$ cat config.mk
export PLATFORM = sky130hd
export DESIGN_NAME = serial_word_deserializer
export DESIGN_NICKNAME = d
export VERILOG_FILES = /design/src/rtl/serial_word_deserializer.sv
export SDC_FILE = /design/constraint.sdc
export NUM_CORES = 1
export LEC_CHECK = 0
export BUFFER_PORTS_ARGS = -buffer_cell sky130_fd_sc_hd__buf_2
export CELL_PAD_IN_SITES_DETAIL_PLACEMENT = 0
export CELL_PAD_IN_SITES_GLOBAL_PLACEMENT = 1
export CORE_MARGIN = 2
export CORE_UTILIZATION = 46
export CTS_CLUSTER_DIAMETER = 50
export DETAILED_ROUTE_END_ITERATION = 8
export HOLD_SLACK_MARGIN = 0.05
export MAX_ROUTING_LAYER = met4
export PLACE_DENSITY = 0.76
export SYNTH_ARGS = -nofsm -noshare
export SYNTH_HDL_FRONTEND = slang
export SYNTH_SLANG_ARGS = --single-unit
$ cat constraint.sdc
create_clock -name clk -period 2.78 [get_ports clk]
set_input_delay 0.556 -clock clk [delete_from_list [all_inputs] [get_ports clk]]
set_output_delay 0.556 -clock clk [all_outputs]
set_load 0.005 [all_outputs]
$ cat src/rtl/serial_word_deserializer.sv
// Rebuilds WIDTH-bit words from an MSB-first serial stream framed by a start strobe,
// and holds each finished word in a one-deep valid/ready output buffer.
module serial_word_deserializer #(
    parameter int WIDTH = 32
) (
    input  logic             clk,
    input  logic             reset,
    input  logic             start,
    input  logic             bit_en,
    input  logic             ser_in,
    input  logic             out_ready,
    output logic [WIDTH-1:0] out_data,
    output logic             out_valid,
    output logic             busy,
    output logic             overrun
);

    localparam int CNT_W = $clog2(WIDTH);
    localparam logic [CNT_W-1:0] LAST_IDX = CNT_W'(WIDTH - 1);

    typedef enum logic [0:0] {
        IDLE    = 1'b0,
        COLLECT = 1'b1
    } state_e;

    state_e           state_q;
    logic [WIDTH-1:0] shreg_q;
    logic [CNT_W-1:0] cnt_q;
    logic [WIDTH-1:0] out_data_q;
    logic             out_valid_q;
    logic             overrun_q;

    logic [CNT_W-1:0] cnt_base_s;
    logic [WIDTH-1:0] shreg_base_s;
    logic [CNT_W-1:0] cnt_d;
    logic [WIDTH-1:0] shreg_d;
    logic             capture_s;
    logic             done_s;

    // Capture/completion decode; a start strobe rebases the frame before the bit lands
    always_comb begin
        cnt_base_s   = cnt_q;
        shreg_base_s = shreg_q;
        if (start) begin
            cnt_base_s   = '0;
            shreg_base_s = '0;
        end else begin
            cnt_base_s   = cnt_q;
            shreg_base_s = shreg_q;
        end
        capture_s = bit_en && (start || (state_q == COLLECT));
        shreg_d   = {shreg_base_s[WIDTH-2:0], ser_in};
        cnt_d     = cnt_base_s + CNT_W'(1);
        done_s    = capture_s && (cnt_base_s == LAST_IDX);
    end

    // Frame FSM, bit counter, shifter and output buffer with overrun tracking
    always_ff @(posedge clk or negedge reset) begin
        if (!reset) begin
            state_q     <= IDLE;
            shreg_q     <= '0;
            cnt_q       <= '0;
            out_data_q  <= '0;
            out_valid_q <= 1'b0;
            overrun_q   <= 1'b0;
        end else begin
            if (done_s) begin
                state_q <= IDLE;
                cnt_q   <= '0;
                shreg_q <= '0;
            end else if (capture_s) begin
                state_q <= COLLECT;
                cnt_q   <= cnt_d;
                shreg_q <= shreg_d;
            end else if (start) begin
                state_q <= COLLECT;
                cnt_q   <= '0;
                shreg_q <= '0;
            end else begin
                state_q <= state_q;
                cnt_q   <= cnt_q;
                shreg_q <= shreg_q;
            end

            // A word finishing into a stalled full buffer is dropped, not merged
            if (done_s) begin
                if (!out_valid_q || out_ready) begin
                    out_data_q  <= shreg_d;
                    out_valid_q <= 1'b1;
                end else begin
                    overrun_q <= 1'b1;
                end
            end else if (out_valid_q && out_ready) begin
                out_valid_q <= 1'b0;
            end else begin
                out_valid_q <= out_valid_q;
            end
        end
    end

    assign out_data  = out_data_q;
    assign out_valid = out_valid_q;
    assign busy      = (state_q == COLLECT);
    assign overrun   = overrun_q;

endmodule

==> flow_summary.json <==
{
  "dr.first_iter.drc_count": 74,
  "r2r_end": "out_data[0]$_DFFE_PN0P_",
  "p_per_area_nw_per_um2": 534,
  "die_area_um2": 7900,
  "portBuffers": 40,
  "cp-startpoint": "start",
  "critPathSlowestCell": "mux2_2",
  "min_period_ns": 2.16,
  "ff2ff_setup_slack_ns": 0.64,
  "drc": 0,
  "fin_tns_setup_ns": 0,
  "synth_area_um2": 3310,
  "cts.sinks": 71,
  "period_share_pct": 77.5,
  "critPathRequiredTime_ns": 3.01,
  "antenna_found_initial": 0,
  "area_delta_synth_final_pct": 15.0,
  "reg2reg_from": "cnt_q[0]$_DFF_PN0_",
  "drt_wl_total_um": 6140,
  "io-pin-count": 41,
  "post-route-util_pct": 55.5,
  "preCtsSetupSlack_ns": 0.268,
  "final_nets": 330,
  "syn_nets": 290,
  "maxSlewViolCount": 0,
  "die_x_um": 88.9,
  "p_leak_nw": 1.81,
  "cp.arrival_ns": 2.39,
  "synthArstFlopShare_pct": 100,
  "synth-edff-count": 0,
  "hp-class": "in2async",
  "post_drt_wl_per_cell_um": 14.6,
  "core_area_um2": 6870,
  "cts.path.max_buffers": 2,
  "placementRows": 30,
  "ctsResizeCount": 0,
  "drive_above_1_share_pct": 30.7,
  "crit_path_end": "out_data[0]$_DFFE_PN0P_",
  "die_height_um": 88.9,
  "postCtsHoldBufs": 0,
  "maxCapViolCount": 0,
  "crit_chain": "buf_2 > nor2b_1 > ha_1 > and3_1 > ha_1 > o211ai_2 > nor2b_4 > buf_12 > mux2_2",
  "dr.pass1.iters": 5,
  "criticalPathCategory": "in2reg",
  "ir_worst_vdd_uv": 293,
  "max_freq_ghz": 0.464,
  "stdcell_count": 422,
  "cts_tree": "done",
  "grt-ovfl-total": 0,
  "path_clk_slew_ns": 0.08,
  "rsz0062_at_grt": "false",
  "reg2regPathDepth": 8,
  "setup_violations": 0,
  "final_common_cell": "dfrtp_1",
  "diodes": 0,
  "slowest_delay_ns": 0.35,
  "dp_hpwl_um": 3910,
  "grt_pass1_vias": 2114,
  "cts_setup_buffers": 0,
  "run_status": "complete, no violations",
  "hold_violations": 0,
  "grt_usage_pct": 17.9,
  "synth.avg_cell_area_um2": 11.7,
  "tightest_slew_ns": 0.717,
  "syn_inst": 282,
  "initial_core_util_pct": 48.2,
  "ys.flop_type": "dfrtp_1",
  "cp_max_fo": 25,
  "grt_max_degree": 54,
  "maxSlewHeadroom_pct": 52.2,
  "vias_per_cell": 5.04,
  "critPathLaunchType": "input pin",
  "seq_area_frac_synth_pct": 53.6,
  "synth_seq_cells": 71,
  "ant_nets": 0,
  "dp_cells": 407,
  "synth_warnings": 0,
  "worst_path_most_repeated_cell": "ha_1",
  "mostFrequentLayoutCells": "dfrtp_1 (71), buf_2 (40), nand2_1 (39)",
  "place.gp.congestion": 0.827,
  "layout_setup_ws_ns": 0.624,
  "numCtsBuffers": 9,
  "cts_root_buf": "clkbuf_8",
  "grt_pass1_wl_um": 10400,
  "clock_latency_ns": 0.34,
  "clock-skew-final_ns": 0.0120,
  "dpl_cell_area_um2": 3590,
  "cp-end-kind": "register",
  "htree_levels": 3,
  "synth_cell_types": 27,
  "vias": 2127,
  "final_cell_area_um2": 3810
}
cell usage after synthesis (2+ instances only):
cell type | instances | area [µm²]
dfrtp_1 | 71 | 1780
nand2_1 | 39 | 146
nor2b_1 | 35 | 219
nand3b_1 | 33 | 248
a21oi_1 | 32 | 160
mux2_4 | 30 | 450
buf_2 | 11 | 55.1
clkbuf_1 | 6 | 22.5
buf_12 | 3 | 60.1
ha_1 | 2 | 25.0
mux2_2 | 2 | 22.5
nor2_1 | 2 | 7.51
o21ai_0 | 2 | 10.0
cells by family after synthesis:
group,count (synthesis),synth area share [%]
AND/OR/NAND/NOR,117,20.4
flip-flops,71,53.6
AO/OA/AOI/OAI,39,6.46
multiplexers,32,14.3
buffers and inverters,21,4.49
adder cells (fa/ha/maj),2,0.755
per-layer routing:
| layer | track usage [%] | up-vias | part of all wire (%) |
|---|---|---|---|
| met3 | 3.45 | 13 | 3.1 |
| met2 | 25.7 | 42 | 46 |
| li1 | - | 1035 | - |
| met1 | 24.3 | 1037 | 49 |
| met5 | - | - | 0 |
| met4 | 8.26 | 0 | 1.9 |
power by group:
part	switching, mW	total (mW)	internal (mW)
logic	0.0614	0.0811	0.0198
clock network	0.386	0.911	0.524
registers	0.00326	1.04	1.04
total	0.451	2.03	1.58
critical path: cells and delay by family:
family                   cells  cell delay, ns
AO/OA/AOI/OAI                1            0.16
multiplexers                 1            0.35
AND/OR/NAND/NOR              3            0.54
adder cells (fa/ha/maj)      2            0.40
buffers and inverters        2            0.38
layout make-up:
type / count / area [µm²]
clock buffer: 10 / 138
clock inverter: 5 / 82.6
fill: 613 / 3060
multi-input combinational: 190 / 1390
sequential: 71 / 1780
tap: 96 / 120
timing repair buffer: 50 / 300
flip-flops by register name (all words and copies together) (netlist names):
name	cells
cnt_q	5
busy	1
out_valid	1
overrun	1
out_data	32
shreg_q	31
metrics by stage:
| stage | total power [mW] | hold slack (ns) |
|---|---|---|
| finish | 2.03 | 0.258 |
| global route | 2.11 | 0.311 |
| CTS | 2.05 | 0.277 |
| detailed placement | 1.14 | 0.485 |
| global placement | 1.14 | 0.487 |
| floorplan | 1.10 | 0.260 |
worst min-delay path by stage:
stage	to	slack, ns	depth (start not counted)
final	out_data[6]$_DFFE_PN0P_	0.26	1
after detailed placement	overrun$_DFFE_PN0P_	0.48	1
after global routing	out_data[7]$_DFFE_PN0P_	0.31	1
after global placement	out_data[25]$_DFFE_PN0P_	0.49	1
after floorplan	busy$_DFFE_PN0P_	0.26	0
after CTS	out_data[7]$_DFFE_PN0P_	0.28	1
Power figures use the tool's default switching activity.
